===== src/rtl/lut_mux_pkg.sv =====
// Shared types and helpers for the programmable mux-tree lookup table.
package lut_mux_pkg;

  typedef enum logic [1:0] {
    EMPTY = 2'd0,
    LOAD  = 2'd1,
    RUN   = 2'd2
  } state_t;

  // Table depth for a given number of select bits.
  function automatic int lut_depth(input int sel_w);
    return 1 << sel_w;
  endfunction

endpackage


===== src/rtl/lut_mux_seq_if.sv =====
// Config and lookup ports of lut_mux_seq. master = traffic source/sink, slave = the LUT.
interface lut_mux_seq_if #(
  parameter int SEL_W  = 3,
  parameter int DATA_W = 1
);
  logic              cfg_start;
  logic              cfg_valid;
  logic              cfg_ready;
  logic [DATA_W-1:0] cfg_data;
  logic              cfg_done;
  logic              in_valid;
  logic              in_ready;
  logic [SEL_W-1:0]  in_sel;
  logic              out_valid;
  logic [DATA_W-1:0] out_y;

  modport master (
    output cfg_start, cfg_valid, cfg_data, in_valid, in_sel,
    input  cfg_ready, cfg_done, in_ready, out_valid, out_y
  );

  modport slave (
    input  cfg_start, cfg_valid, cfg_data, in_valid, in_sel,
    output cfg_ready, cfg_done, in_ready, out_valid, out_y
  );
endinterface


===== src/rtl/lut_mux_seq_mux_tree.sv =====
// mux_tree_n: combinational 2:1 mux tree covering levels LVL_LO..LVL_HI-1 of a
// SEL_W-level tree. Level 0 is the leaf level; sel[0] drives the lowest level
// implemented here. Entry i of din sits at bits [i*DATA_W +: DATA_W].
module mux_tree_n #(
  parameter int SEL_W  = 3,
  parameter int DATA_W = 1,
  parameter int LVL_LO = 0,
  parameter int LVL_HI = SEL_W
) (
  input  logic [DATA_W*(1<<(SEL_W-LVL_LO))-1:0] din,
  input  logic [LVL_HI-LVL_LO-1:0]              sel,
  output logic [DATA_W*(1<<(SEL_W-LVL_HI))-1:0] dout
);

  localparam int N_LV = LVL_HI - LVL_LO;
  localparam int N_IN = 1 << (SEL_W - LVL_LO);

  for (genvar k = 0; k <= N_LV; k++) begin : g_lvl
    logic [DATA_W*(N_IN>>k)-1:0] v;
    if (k == 0) begin : g_in
      assign v = din;
    end else begin : g_mux
      for (genvar j = 0; j < (N_IN >> k); j++) begin : g_node
        assign v[j*DATA_W +: DATA_W] = sel[k-1] ? g_lvl[k-1].v[(2*j+1)*DATA_W +: DATA_W]
                                                : g_lvl[k-1].v[(2*j)*DATA_W +: DATA_W];
      end
    end
  end

  assign dout = g_lvl[N_LV].v;

endmodule


===== src/rtl/lut_mux_seq.sv =====
// lut_mux_seq: run-time loadable 2^SEL_W-entry lookup table with registered result.
// Optional build macro LUT_MUX_PIPE_EN adds a pipeline register after the lower
// SEL_W/2 mux levels (2-cycle lookup latency); without it latency is 1 cycle.
//
// state | meaning
// EMPTY | after reset, table zero, no lookups accepted
// LOAD  | accepting table beats in index order 0..DEPTH-1
// RUN   | table valid, accepting lookups at one per cycle
module lut_mux_seq
  import lut_mux_pkg::*;
#(
  parameter int SEL_W  = 3,
  parameter int DATA_W = 1
) (
  input logic         clk,
  input logic         rst,
  lut_mux_seq_if.slave bus
);

  localparam int DEPTH = lut_depth(SEL_W);
  localparam logic [SEL_W-1:0] LAST_IDX = SEL_W'(DEPTH - 1);

  state_t            state, state_nxt;
  logic [SEL_W-1:0]  cnt;
  logic [DATA_W-1:0] tbl [DEPTH];
  logic [DEPTH*DATA_W-1:0] tbl_flat;
  logic              cfg_ready, in_ready, cfg_done;
  logic              beat_acc, look_acc, pipe_busy;
  logic              out_valid;
  logic [DATA_W-1:0] out_y, y;

  // cfg_start always wins over a coincident beat, so a restart never writes stale data.
  assign beat_acc = cfg_ready && bus.cfg_valid && !bus.cfg_start;
  assign look_acc = in_ready && bus.in_valid;

  assign bus.cfg_ready = cfg_ready;
  assign bus.in_ready  = in_ready;
  assign bus.cfg_done  = cfg_done;
  assign bus.out_valid = out_valid;
  assign bus.out_y     = out_y;

  // State register.
  always_ff @(posedge clk or posedge rst) begin
    if (rst) state <= EMPTY;
    else     state <= state_nxt;
  end

  // Next-state and handshake readiness.
  always_comb begin
    state_nxt = state;
    cfg_ready = 1'b0;
    in_ready  = 1'b0;
    case (state)
      EMPTY: begin
        if (bus.cfg_start) state_nxt = LOAD;
      end
      LOAD: begin
        cfg_ready = !pipe_busy;
        if (!bus.cfg_start && bus.cfg_valid && !pipe_busy && cnt == LAST_IDX)
          state_nxt = RUN;
      end
      RUN: begin
        in_ready = 1'b1;
        if (bus.cfg_start) state_nxt = LOAD;
      end
      default: state_nxt = EMPTY;
    endcase
  end

  // Table storage, load counter and completion pulse.
  always_ff @(posedge clk or posedge rst) begin
    if (rst) begin
      cnt      <= '0;
      cfg_done <= 1'b0;
      for (int i = 0; i < DEPTH; i++) tbl[i] <= '0;
    end else begin
      cfg_done <= beat_acc && (cnt == LAST_IDX);
      if (bus.cfg_start) begin
        cnt <= '0;
      end else if (beat_acc) begin
        tbl[cnt] <= bus.cfg_data;
        cnt      <= cnt + 1'b1;
      end
    end
  end

  // Flatten the table for the mux tree, entry i at slice i.
  always_comb begin
    tbl_flat = '0;
    for (int i = 0; i < DEPTH; i++) tbl_flat[i*DATA_W +: DATA_W] = tbl[i];
  end

`ifdef LUT_MUX_PIPE_EN
  localparam int P_LV  = SEL_W / 2;
  localparam int MID_N = 1 << (SEL_W - P_LV);

  logic [MID_N*DATA_W-1:0] mid, mid_q;
  logic [SEL_W-P_LV-1:0]   sel_hi_q;
  logic                    mid_vld;

  if (P_LV > 0) begin : g_lo
    mux_tree_n #(.SEL_W(SEL_W), .DATA_W(DATA_W), .LVL_LO(0), .LVL_HI(P_LV)) u_tree_lo (
      .din  (tbl_flat),
      .sel  (bus.in_sel[P_LV-1:0]),
      .dout (mid)
    );
  end else begin : g_nolo
    assign mid = tbl_flat;
  end

  mux_tree_n #(.SEL_W(SEL_W), .DATA_W(DATA_W), .LVL_LO(P_LV), .LVL_HI(SEL_W)) u_tree_hi (
    .din  (mid_q),
    .sel  (sel_hi_q),
    .dout (y)
  );

  // A lookup sitting in the mid register holds off table writes until it drains.
  assign pipe_busy = mid_vld;

  // Two-stage lookup pipeline: partial mux result, then final registered result.
  always_ff @(posedge clk or posedge rst) begin
    if (rst) begin
      mid_q     <= '0;
      sel_hi_q  <= '0;
      mid_vld   <= 1'b0;
      out_valid <= 1'b0;
      out_y     <= '0;
    end else begin
      mid_vld   <= look_acc;
      out_valid <= mid_vld;
      if (look_acc) begin
        mid_q    <= mid;
        sel_hi_q <= bus.in_sel[SEL_W-1:P_LV];
      end
      if (mid_vld) out_y <= y;
    end
  end
`else
  mux_tree_n #(.SEL_W(SEL_W), .DATA_W(DATA_W), .LVL_LO(0), .LVL_HI(SEL_W)) u_tree (
    .din  (tbl_flat),
    .sel  (bus.in_sel),
    .dout (y)
  );

  assign pipe_busy = 1'b0;

  // Single-cycle registered lookup result; out_y holds between requests.
  always_ff @(posedge clk or posedge rst) begin
    if (rst) begin
      out_valid <= 1'b0;
      out_y     <= '0;
    end else begin
      out_valid <= look_acc;
      if (look_acc) out_y <= y;
    end
  end
`endif

endmodule


===== src/flat_wrapper.sv =====
// flat-port wrapper written by rule: the top's interface ports become plain ports
module lut_mux_seq_flat import lut_mux_pkg::*;
#(
  parameter int SEL_W  = 3,
  parameter int DATA_W = 1
)
  (clk, rst, bus_cfg_start, bus_cfg_valid, bus_cfg_data, bus_in_valid, bus_in_sel, bus_cfg_ready, bus_cfg_done, bus_in_ready, bus_out_valid, bus_out_y);
  lut_mux_seq_if #(.SEL_W(SEL_W), .DATA_W(DATA_W)) bus_i ();
  input logic clk;
  input logic rst;
  input wire logic [$bits(bus_i.cfg_start)-1:0] bus_cfg_start;
  input wire logic [$bits(bus_i.cfg_valid)-1:0] bus_cfg_valid;
  input wire logic [$bits(bus_i.cfg_data)-1:0] bus_cfg_data;
  input wire logic [$bits(bus_i.in_valid)-1:0] bus_in_valid;
  input wire logic [$bits(bus_i.in_sel)-1:0] bus_in_sel;
  output wire logic [$bits(bus_i.cfg_ready)-1:0] bus_cfg_ready;
  output wire logic [$bits(bus_i.cfg_done)-1:0] bus_cfg_done;
  output wire logic [$bits(bus_i.in_ready)-1:0] bus_in_ready;
  output wire logic [$bits(bus_i.out_valid)-1:0] bus_out_valid;
  output wire logic [$bits(bus_i.out_y)-1:0] bus_out_y;
  assign bus_i.cfg_start = bus_cfg_start;
  assign bus_i.cfg_valid = bus_cfg_valid;
  assign bus_i.cfg_data = bus_cfg_data;
  assign bus_i.in_valid = bus_in_valid;
  assign bus_i.in_sel = bus_in_sel;
  assign bus_cfg_ready = bus_i.cfg_ready;
  assign bus_cfg_done = bus_i.cfg_done;
  assign bus_in_ready = bus_i.in_ready;
  assign bus_out_valid = bus_i.out_valid;
  assign bus_out_y = bus_i.out_y;
  lut_mux_seq #(.SEL_W(SEL_W), .DATA_W(DATA_W)) u_core (.clk(clk), .rst(rst), .bus(bus_i));
endmodule

===== config.mk =====
export PLATFORM = sky130hd
export DESIGN_NAME = lut_mux_seq_flat
export DESIGN_NICKNAME = d
export VERILOG_FILES = /design/src/rtl/lut_mux_pkg.sv /design/src/rtl/lut_mux_seq_if.sv /design/src/rtl/lut_mux_seq_mux_tree.sv /design/src/rtl/lut_mux_seq.sv /design/src/flat_wrapper.sv
export SDC_FILE = /design/constraint.sdc
export NUM_CORES = 1
export LEC_CHECK = 0
export CORE_ASPECT_RATIO = 0.6
export CORE_MARGIN = 1
export CORE_UTILIZATION = 36
export DETAILED_ROUTE_END_ITERATION = 6
export GPL_TIMING_DRIVEN = 0
export PLACE_DENSITY = 0.6
export SKIP_CTS_REPAIR_TIMING = 1
export SLEW_MARGIN = 20
export SYNTH_ARGS = -nofsm -noshare
export SYNTH_HDL_FRONTEND = slang
export SYNTH_SLANG_ARGS = --single-unit

===== constraint.sdc =====
create_clock -name clk -period 1.9 [get_ports clk]
set_input_delay 0.38 -clock clk [delete_from_list [all_inputs] [get_ports clk]]
set_output_delay 0.38 -clock clk [all_outputs]
set_load 0.01 [all_outputs]

==> results of run 1 <==
[cell type report]
type	instances	area [um2]	area share
flip-flops and latches	16	403	0.374
multi-input cells	47	410	0.381
repair buffers	14	138	0.128
clock buffers	4	55.1	0.0511
inverters	3	11.3	0.0105
well taps	30	37.5	0.0348
plain buffers	4	22.5	0.0209
[per-layer routing]
metal | routed length (um) | track usage | share of wire
met4 | 21 | 0.0667 | 0.013
met2 | 684 | 0.216 | 0.43
met1 | 801 | 0.205 | 0.51
met3 | 74 | 0.0698 | 0.047
met5 | 0 | 0 | 0
[registers in the layout (all words and copies together), names as in the netlist]
| signal | count |
|---|---|
| u_core.bus.cfg_done | 1 |
| u_core.bus.out_valid | 1 |
| u_core.bus.out_y | 1 |
| u_core.cnt | 3 |
| u_core.state | 2 |
| u_core.tbl | 8 |
[metrics by stage]
| step | hold slack, ns | setup slack (ns) |
|---|---|---|
| floorplan | 0.294 | 0.540 |
| global placement | 0.467 | -0.138 |
| detailed placement | 0.485 | -0.171 |
| CTS | 0.499 | -0.163 |
| global route | 0.513 | 0.0264 |
| finish | 0.491 | 0.0906 |
[cells by family after synthesis]
logic type | after synthesis | share of synthesized area
AOI/OAI and AO/OA | 6 | 0.0359
xor gates and xnor gates | 1 | 0.0105
adders and majority gates | 2 | 0.0299
buffers and inverters | 7 | 0.0404
DFF | 16 | 0.478
muxes | 13 | 0.182
and+or+nand+nor | 25 | 0.223
[Yosys cell counts, types with 2 or more instances]
library cell	instances	area, um2
a21oi_1	5	25.0
buf_2	2	10.0
dfrtp_1	16	400
ha_1	2	25.0
inv_1	3	11.3
mux2_1	3	33.8
mux2_2	5	56.3
mux2i_1	4	40.0
nand2_1	5	18.8
nand3_1	4	20.0
nand3b_1	2	15.0
nand4b_1	2	17.5
nor2_1	3	11.3
nor4b_2	2	30.0
[power breakdown]
group / switching (mW) / internal (mW)
registers: 0.0167 / 0.373
logic: 0.0518 / 0.0643
clock network: 0.112 / 0.184
total: 0.181 / 0.621
[critical path: stages (launching register included)]
cell and delay, ns:
dfrtp_2 0.46, nor2b_4 0.17, clkdlybuf4s50_1 0.55
[worst paths after layout]
| check | from | cells past startpoint | to |
|---|---|---|---|
| min reg2reg | u_core.bus.out_y$_DFFE_PP0P_ | 2 | u_core.bus.out_y$_DFFE_PP0P_ |
| min in group asynchronous | rst | 2 | u_core.bus.cfg_done$_DFF_PP0_ |
| max reg2reg | u_core.state[1]$_DFFE_PP0P_ | 3 | u_core.tbl[5]$_DFFE_PP0P_ |
| min | u_core.bus.out_y$_DFFE_PP0P_ | 2 | u_core.bus.out_y$_DFFE_PP0P_ |
| max in group asynchronous | rst | 2 | u_core.state[1]$_DFFE_PP0P_ |
| max | u_core.state[1]$_DFFE_PP0P_ | 2 | bus_cfg_ready |
==> results_dict.tcl, run 1 <==
set metrics [dict create \
    portBuffers 12 \
    ys_seq_elements 16 \
    status "completed" \
    place_inst 112 \
    grt.total_usage 0.155 \
    p_per_area_nw_per_um2 744 \
    grt-ovfl-total 0 \
    totalWireLength_mm 1.58 \
    required_ns 1.52 \
    cts_num_sinks 16 \
    synth_edf_count 0 \
    syn_nets 81 \
    grt_max_degree 17 \
    hold_path.class "flip-flop to flip-flop" \
    grt_pass1_wl_mm 2.73 \
    startpoint_type "flip-flop" \
    p_total_uw 802 \
    maxCapViolCount 0 \
    post-dp-hpwl_mm 1.22 \
    endpoint_kind "output pin" \
    cp_data_arrival_time_ns 1.43 \
    setup_viol 0 \
    ys_seq_area_frac 0.478 \
    rsz0062_at_grt "false" \
    area_growth_pct 28.7 \
    via_per_inst 5.00 \
    drt.antenna.violating_nets 0 \
    fin_util 0.494 \
    syn_area_um2 837 \
    final_cell_mix "14 x dfrtp_1, 11 x clkdlybuf4s50_1, 5 x a21oi_1, 5 x mux2_2, 5 x nand2_1" \
    fillers 209 \
    die_h_um 39.4 \
    skew_ns 0.00308 \
    crit_type "flip-flop to output pin" \
    fp-row-count 13 \
    drtIter0Drc 22 \
    clk-insertion-delay-late_ns 0.25 \
    ff2ff_setup_slack_ns 0.41 \
    ys.warnings.count 0 \
    n_antenna_cell 0 \
    grt_pass1_vias 560 \
    fin_crit_ns 1.81 \
    drc 0 \
    start_util 0.384 \
    antenna_found_initial 0 \
    drv_slew 0 \
    synth.distinct_cells 26 \
    fin_crit_sh 0.952 \
    slew_headroom 0.593 \
    finalHoldViolCount 0 \
    numCtsBuffers 3 \
    cts_tree "built" \
    cts_root_buf "clkbuf_8" \
    critPathMaxFanout 7 \
    io_pins 14 \
    drive_gt1_frac 0.261 \
    cts.path.max_buffers 2 \
    finalSetupTns_ns 0 \
    synth_cells 70 \
    clk_transition_reported_paths_ns 0.06 \
    fp.dieArea_um2 2530 \
    synthFlopType "dfrtp_1" \
    final-instance-count-excl-fill 118 \
    wl_per_cell_um 13.4 \
    dieWidth_um 64.3 \
    postPlaceCellArea_um2 995 \
    final_area_um2 1080 \
    final_common_cell "dfrtp_1" \
    max_slew.worst_pin.slew_ns 0.609 \
    p_leak_nw 0.503 \
    gp_congestion 0.702 \
    htree_levels 1 \
    final_nets 100 \
    async_flop_share 1.00 \
    synth_area_per_cell_um2 12.0 \
    core_area_um2 2180 \
    dr.pass1.iters 2 \
    vias 590 \
    max_freq_mhz 553 \
    ir_drop_v 0.000306 \
]
Note: power is estimated with default switching activity, not from simulation.
==> run 2, diff against run 1 <==
CTS_CLUSTER_DIAMETER = 50   (was unset)
==> results of run 2 <==
The final DEF is identical to that of run 1; final timing and power are the same.
==> run 3, diff against run 2 <==
CAP_MARGIN = 15   (was unset)
RECOVER_POWER = 25   (was unset)
==> results_dict.tcl, run 3 (synthesized netlist as in run 1, its figures left out) <==
set metrics [dict create \
    drive_gt1_frac 0.261 \
    final_area_um2 1080 \
    p_total_uw 801 \
    dieWidth_um 64.3 \
    final_cell_mix "14 x dfrtp_1, 9 x clkdlybuf4s50_1, 5 x a21oi_1, 5 x mux2_2, 5 x nand2_1" \
    antenna_found_initial 0 \
    hold_end "u_core.bus.out_y$_DFFE_PP0P_" \
    seq_power_share 0.487 \
    rsz0062_at_grt "false" \
    gp_congestion 0.702 \
    cts_num_sinks 16 \
    portBuffers 12 \
    fin_crit_sh 0.952 \
    r2r-start "u_core.state[1]$_DFFE_PP0P_" \
    fp.dieArea_um2 2530 \
    cp_data_arrival_time_ns 1.43 \
    top_register "u_core.tbl" \
    final_common_cell "dfrtp_1" \
    reg2reg_to "u_core.tbl[5]$_DFFE_PP0P_" \
    htree_levels 1 \
    grt.total_usage 0.155 \
    vias 590 \
    skew_ns 0.00308 \
    slew_headroom 0.593 \
    setup_ws_ns 0.0906 \
    grt-ovfl-total 0 \
    internal_power_uw 621 \
    startpoint_type "flip-flop" \
    clk-insertion-delay-late_ns 0.25 \
    post-dp-hpwl_mm 1.22 \
    maxCapViolCount 0 \
    wl_per_cell_um 13.4 \
    fp-row-count 13 \
    required_ns 1.52 \
    crit_type "flip-flop to output pin" \
    status "completed" \
    setup_viol 0 \
    p_leak_nw 0.503 \
    via_per_inst 5.00 \
    n_antenna_cell 0 \
    ff2ff_setup_slack_ns 0.41 \
    sw_frac_of_total 0.226 \
    max_slew.worst_pin.slew_ns 0.609 \
    ir_drop_v 0.000306 \
    p_per_area_nw_per_um2 744 \
    fin_crit_ns 1.81 \
    clk_transition_reported_paths_ns 0.06 \
    io_pins 14 \
    clkPwrFrac 0.369 \
    totalWireLength_mm 1.58 \
    endpoint_kind "output pin" \
    crit_family "buffers and inverters" \
    fin_util 0.494 \
    slowest_stage "clkdlybuf4s50_1" \
    finalHoldViolCount 0 \
    numCtsBuffers 3 \
    cts_root_buf "clkbuf_8" \
    drt.antenna.violating_nets 0 \
    critPathMaxFanout 7 \
    hold_path.class "flip-flop to flip-flop" \
    holdPathStages 2 \
    grt_pass1_wl_mm 2.73 \
    grt_pass1_vias 560 \
    critPathBufInv 1 \
    postPlaceCellArea_um2 995 \
    drtIter0Drc 22 \
    max_freq_mhz 553 \
    start_util 0.384 \
    core_area_um2 2180 \
    worstHoldStart "u_core.bus.out_y$_DFFE_PP0P_" \
    path_cells "nor2b_4 > clkdlybuf4s50_1" \
    critPathMaxStageDelay_ns 0.55 \
    die_h_um 39.4 \
    cts_tree "built" \
    cts.path.max_buffers 2 \
    largest_reg_flops 8 \
    dr.pass1.iters 2 \
    final_nets 100 \
    fillers 209 \
    grt_max_degree 17 \
    reg2reg_depth 3 \
    drc 0 \
    switching_power_uw 181 \
    pre_cts_ws_ns -0.171 \
    largest_registers "u_core.tbl: 8 flops, u_core.cnt: 3 flops, u_core.state: 2 flops" \
    area_growth_pct 28.7 \
    power_frac_comb 0.144 \
    drv_slew 0 \
]
==> run 3: routing by layer <==
| metal | global-route usage | share of wire | vias up | wire length (um) |
|---|---|---|---|---|
| li1 | - | - | 291 | - |
| met1 | 0.205 | 0.51 | 286 | 801 |
| met2 | 0.216 | 0.43 | 9 | 684 |
| met5 | 0 | 0 | - | 0 |
| met3 | 0.0698 | 0.047 | 4 | 74 |
| met4 | 0.0667 | 0.013 | 0 | 21 |
==> run 3: stage by stage <==
stage / instances / TNS (ns) / hold WS [ns]
finish: 118 / 0 / 0.491
global route: 118 / 0 / 0.513
CTS: 116 / -0.163 / 0.499
detailed placement: 112 / -0.488 / 0.485
global placement: 112 / -0.347 / 0.467
floorplan: 70 / 0 / 0.294
==> run 3: final cells by class <==
cell class / count / area (um2) / area share
multi-input cells: 47 / 410 / 0.381
flip-flops and latches: 16 / 403 / 0.374
repair buffers: 14 / 138 / 0.128
clock buffers: 4 / 55.1 / 0.0511
well taps: 30 / 37.5 / 0.0348
plain buffers: 4 / 22.5 / 0.0209
inverters: 3 / 11.3 / 0.0105
==> run 3: worst max path at each step <==
stage	from	depth (start not counted)	slack, ns	to
6_report	u_core.state[1]$_DFFE_PP0P_	2	0.09	bus_cfg_ready
5_1_grt	u_core.state[1]$_DFFE_PP0P_	2	0.03	bus_cfg_ready
4_1_cts	u_core.state[0]$_DFFE_PP0P_	2	-0.16	bus_cfg_ready
3_5_place_dp	bus_cfg_start	4	-0.17	u_core.tbl[5]$_DFFE_PP0P_
3_3_place_gp	bus_cfg_start	4	-0.14	u_core.tbl[5]$_DFFE_PP0P_
2_1_floorplan	u_core.state[1]$_DFFE_PP0P_	3	0.54	u_core.tbl[5]$_DFFE_PP0P_
==> run 3: worst reg2reg max path, stage by stage (launching register included) <==
cell and delay, ns:
dfrtp_2 0.46, nand4bb_4 0.25, nor4b_2 0.31, mux2_2 0.37
==> run 3: power groups by stage <==
stage / registers, mW / clock network [mW] / logic [mW]
final: 0.390 / 0.296 / 0.115
after global routing: 0.393 / 0.326 / 0.130
after CTS: 0.390 / 0.309 / 0.119
after detailed placement: 0.396 / 0 / 0.118
after global placement: 0.394 / 0 / 0.113
after floorplan: 0.390 / 0 / 0.0817
==> patch 1 (config.mk and constraints of run 3) <==
Build with the macro `LUT_MUX_PIPE_EN` defined.
--- a/src/rtl/lut_mux_seq.sv
+++ b/src/rtl/lut_mux_seq.sv
@@ -6,6 +6,8 @@
 // EMPTY | after reset, table zero, no lookups accepted
 // LOAD  | accepting table beats in index order 0..DEPTH-1
 // RUN   | table valid, accepting lookups at one per cycle
+`define LUT_MUX_PIPE_EN
+
 module lut_mux_seq
   import lut_mux_pkg::*;
 #(
Function: same outputs for any inputs over 10 cycles, from zero or initial values and one cycle with rst high; that may be too few to reach the edited logic, so the function may still have changed.
==> patch 1 against run 3 <==
Cell area is 15% higher; setup slack improved by 0.22 ns; non-clock buffer count decreased by 3; synthesized area increased by 24%; combinational power decreased by 16%; total power rose by 16%; wire length grew 12%; sequential cell count increased by 7; critical endpoint is now u_core.sel_hi_q[1]; highest routed layer unchanged.
==> patch 1: results (changes against run 3) <==
** Outcome
- Run status :: finished clean

** Synth
- Most used flip-flop cell after synthesis :: sky130_fd_sc_hd__dfrtp_1
- The mean cell area of the mapped netlist is 12.0 um^2 (about the same).
- The Yosys warning count was 0 (unchanged).
- The number of enable-type register cells in the synthesized netlist is 0 (unchanged).
- Synthesized net count :: 98 (+21%)
- Async SR Flop Fraction :: 100% (unchanged)
- Ranked by instance count, the synthesized netlist is headed by 23 x sky130_fd_sc_hd__dfrtp_1, 11 x sky130_fd_sc_hd__mux2_2, 7 x sky130_fd_sc_hd__mux2i_1, 7 x sky130_fd_sc_hd__nor2_1, 6 x sky130_fd_sc_hd__nand2_1.
- After synthesis, the cell types taking the most area are sky130_fd_sc_hd__dfrtp_1 55%, sky130_fd_sc_hd__mux2_2 12%, sky130_fd_sc_hd__mux2i_1 6.7%.
- The number of distinct library cells after synthesis is 22 (-15%).
- Sequential element share of the synthesized area :: 55.3% (+7.5 points)

** Clocking
- The largest buffer count on any clock path is 2 (unchanged).
- Worst-Skew Late Latency :: 0.26 ns
- After clock tree synthesis, the clock-pin slew on the worst setup and hold paths is 0.07 ns.
- The total clock buffers created by CTS is 3 (unchanged).
- Maximum level of the CTS H-tree :: 1 (unchanged)
- The tree is rooted in a sky130_fd_sc_hd__clkbuf_8.

** Global routing
- Wire length of the first global-routing pass :: 3090 um (+13%)
- The maximum number of pins on one net before global-route repair is 24 (+7).
- Antenna violations before repair :: 0 (unchanged)
- Global-route usage over all layers :: 13.6% (-1.9 points)

** Final layout
- Layout cell share with drive strength beyond 1 :: 14.7% (-11 points)
- Non-filler instance count after layout :: 134 (+14%)
- Registers with the most flip-flops :: u_core.tbl: 8 flops, u_core.mid_q: 4 flops, u_core.cnt: 3 flops
- The net total in the final layout is 114 (+14%).
- The total of fill cells in the finished design came to 251 (+20%).
- Number of inserted diodes :: 0 (unchanged)
- The register with the most flip-flops in the final layout is u_core.tbl.

** Place
- The placer congestion estimate is 0.720 (+2.6%).
- The detailed-placement wirelength estimate was 1290 um (+6.3%).
- Number of buffers inserted by port buffering :: 11 (-1)
- Worst slack, placed :: 0.0708 ns (+0.242 ns)

** Timing
- Clock tree skew after final layout :: 0.00168 ns (-0.00139 ns)
- The slew at the pin with the worst max-slew slack came to 0.859 ns (+0.250 ns).
- The final count of hold timing violations was 0 (unchanged).

** Worst hold path
- The tightest min-delay check is of the input pin to register type.

** Setup path
- The top fanout value on the critical path was 10 (+3).
- Endpoint arrival time on the critical path :: 1.74 ns (+0.31 ns)

** Power
- Leakage dissipation :: 0.000582 uW (+16%)
- Worst supply voltage drop on vdd :: 0.373 mV (+22%)

** Detailed routing
- Initial DRC count :: 17 (-23%)
- Post-DR wirelength/cell :: 13.2 um (-1.3%)
- Initial DRT Pass Iterations :: 4 (+2)
- The vias after detailed routing was 675 (+14%).
-- patch 1: kinds of logic after synthesis --
group | Yosys count | share of synthesized area (%)
compound gates | 8 | 4.21
xor+xnor | 1 | 0.841
flops | 23 | 55.3
simple gates | 28 | 15.4
mux | 18 | 18.6
buf+inv | 7 | 3.24
fa+ha+maj | 2 | 2.40
-- patch 1: per-layer routing --
layer  share of wire [%]  vias to the layer above  wire length, um  track usage, %
met3                 5.9                        4              104            5.81
met5                   0                        -                0               0
met4                 1.1                        0               19            4.80
met1                  55                      318              970            18.5
met2                  38                       15              678            19.6
li1                    -                      338                -               -
-- patch 1: worst max-delay path, stage by stage --
cell	delay, ns
sky130_fd_sc_hd__dlygate4sd3_1	0.54
sky130_fd_sc_hd__nand3b_1	0.12
sky130_fd_sc_hd__clkbuf_1	0.32
sky130_fd_sc_hd__mux2_2	0.38
-- patch 1: layout make-up --
class | instances | area (um^2) | area share (%)
Buffer | 4 | 22.5 | 1.81
Clock buffer | 4 | 45.0 | 3.63
Inverter | 3 | 11.3 | 0.907
Multi-Input combinational cell | 57 | 432 | 34.8
Sequential cell | 23 | 576 | 46.4
Tap cell | 32 | 40.0 | 3.23
Timing Repair Buffer | 11 | 115 | 9.27
-- patch 1: per-stage QoR --
stage	cell area [um^2]	total power [uW]
after floorplan	1040	619
after global placement	1190	649
after detailed placement	1190	653
after CTS	1240	950
after global routing	1240	991
final	1240	932
-- patch 1: final timing paths --
path,from,endpoint,slack (ns),cells past startpoint
max,bus_in_valid,u_core.sel_hi_q[1],0.31,4
min,bus_cfg_start,u_core.state[1],0.46,2
max reg2reg,u_core.mid_vld,u_core.tbl[4],0.39,4
min reg2reg,u_core.mid_vld,u_core.bus.out_valid,0.48,0
max in group asynchronous,rst,u_core.cnt[1],0.63,2
min in group asynchronous,rst,u_core.bus.out_y,0.74,2
-- patch 1: report_power, final --
part / switching [uW] / leakage (uW) / internal, uW / total, uW
clock: 142 / 0.0000228 / 149 / 292
sequential: 21.1 / 0.000309 / 522 / 543
combinational: 43.4 / 0.000251 / 53.2 / 96.6
==> patch 2 (flow settings as in run 3) <==
Made on the original files. Re-encode `state_t` (3 states) as one-hot, 3 bits wide.
--- a/src/rtl/lut_mux_pkg.sv
+++ b/src/rtl/lut_mux_pkg.sv
@@ -1,10 +1,10 @@
 // Shared types and helpers for the programmable mux-tree lookup table.
 package lut_mux_pkg;
 
-  typedef enum logic [1:0] {
-    EMPTY = 2'd0,
-    LOAD  = 2'd1,
-    RUN   = 2'd2
+  typedef enum logic [2:0] {
+    EMPTY = 3'b001,
+    LOAD  = 3'b010,
+    RUN   = 3'b100
   } state_t;
 
   // Table depth for a given number of select bits.
Function: same outputs for any inputs over 10 cycles, from zero or initial values and one cycle with rst high; not proved beyond that.
==> patch 2 against run 3 <==
Synthesized area increased by 9.0%; setup slack gained 0.045 ns; total power is 17% higher; sequential power rose by 14%; wire length rose by 6.4%; sequential cell count grew 1; sequential share of layout area up 0.93 points; critical path type is now input pin to register; cell area rose by 3.9%; cell count grew 5.1%; synthesized cell count is 11% higher; core utilization decreased by 0.25 points; worst hold slack lost 0.0024 ns.
==> patch 2: results (changes against run 3) <==
** Synth
- Synth Instances :: 78 (+11%)
- Synthesized net count :: 89 (+9.9%)
- The number of distinct library cells after synthesis is 33 (+27%).
- The area fraction in compound gates after synthesis is 5.08% (+1.5 points).
- The proportion of synthesized area in mux cells is 17.8% (-0.40 points).
- The share of synthesized cell area in full adder, half adder and majority cells came to 2.74% (-0.25 points).
- Post-synth top cells :: 16 x sky130_fd_sc_hd__dfrtp_1, 5 x sky130_fd_sc_hd__mux2_1, 5 x sky130_fd_sc_hd__mux2i_1, 5 x sky130_fd_sc_hd__nor2_1
- The area share of xor/xnor cells in the synthesized design is 0.960% (-0.086 points).

** Worst hold path
- Origin of the worst min-delay path :: u_core.tbl[3]
- The worst hold path terminates at u_core.tbl[3].

** Final layout
- Number of nets in the layout :: 106 (+6.0%)
- Registers with the most flip-flops :: u_core.tbl: 8 flops, u_core.cnt: 3 flops, u_core.state: 3 flops
- Layout cell share with drive strength beyond 1 :: 21.3% (-4.9 points)

** Timing
- Clock tree skew after final layout :: 0.000993 ns (-0.00208 ns)
- The final hold slack came to 0.489 ns (-0.00245 ns).
- The final critical-path share of the clock period is 92.9% (-2.3 points).

** Detailed routing
- The total wire length came to 1680 um (+6.4%).
- The initial DRC count is 45 (+100%).
- The count of TritonRoute iterations in the first routing pass came to 4 (+2).
- The wire length on met3 came to 103 um (+39%).
- The routed metal-1 wirelength came to 867 um (+8.2%).

** Setup path
- RR Endpoint :: u_core.tbl[6]
- Endpoint arrival time on the critical path :: 1.90 ns (+0.47 ns)
- Tracing the worst setup path back leads to its startpoint at bus_cfg_start.

** Global routing
- Wire length of the first global-routing pass :: 2600 um (-4.6%)
- Met1 track demand over resource in global routing :: 19.9% (-0.66 points)
- Met2 track demand over resource in global routing :: 19.9% (-1.6 points)
- Via count of the first global-routing pass :: 548 (-2.1%)
- Global-route usage over all layers :: 14.5% (-1.0 points)
- The maximum number of pins on one net before global-route repair is 18 (+1).

** Power
- The leakage power total is 0.000538 uW (+6.9%).

** Place
- The cell area after placement came to 1070 um^2 (+7.5%).
- Worst slack, placed :: -0.103 ns (+0.0681 ns)
- Half-perimeter wire length of the detailed placement result :: 1280 um (+5.2%)

** Outcome
- The run finished with clean final reports.
==> patch 2: final cells by class <==
type                            instances  area, um^2
Multi-Input combinational cell         55         452
Tap cell                               30        37.5
Sequential cell                        17         429
Timing Repair Buffer                   12         125
Inverter                                4        15.0
Fill cell                             222        1160
Buffer                                  2        16.3
Clock buffer                            4        45.0
==> patch 2: power breakdown <==
group	switching [uW]	internal (uW)
Sequential	38.3	407
Clock	120	149
Combinational	114	109
Total	272	665
==> patch 2: worst max-delay path, delay by kind of cell <==
family        cells  cell delay, ns
buf+inv           1            0.52
mux               1            0.36
simple gates      2            0.64
==> patch 2: kinds of logic (layout without fill, tap and decap cells) <==
kind of cell / count (synthesis) / in the layout
xor+xnor: 1 / 1
fa+ha+maj: 2 / 2
buf+inv: 6 / 22
mux: 14 / 14
compound gates: 8 / 8
simple gates: 30 / 30
flops: 17 / 17
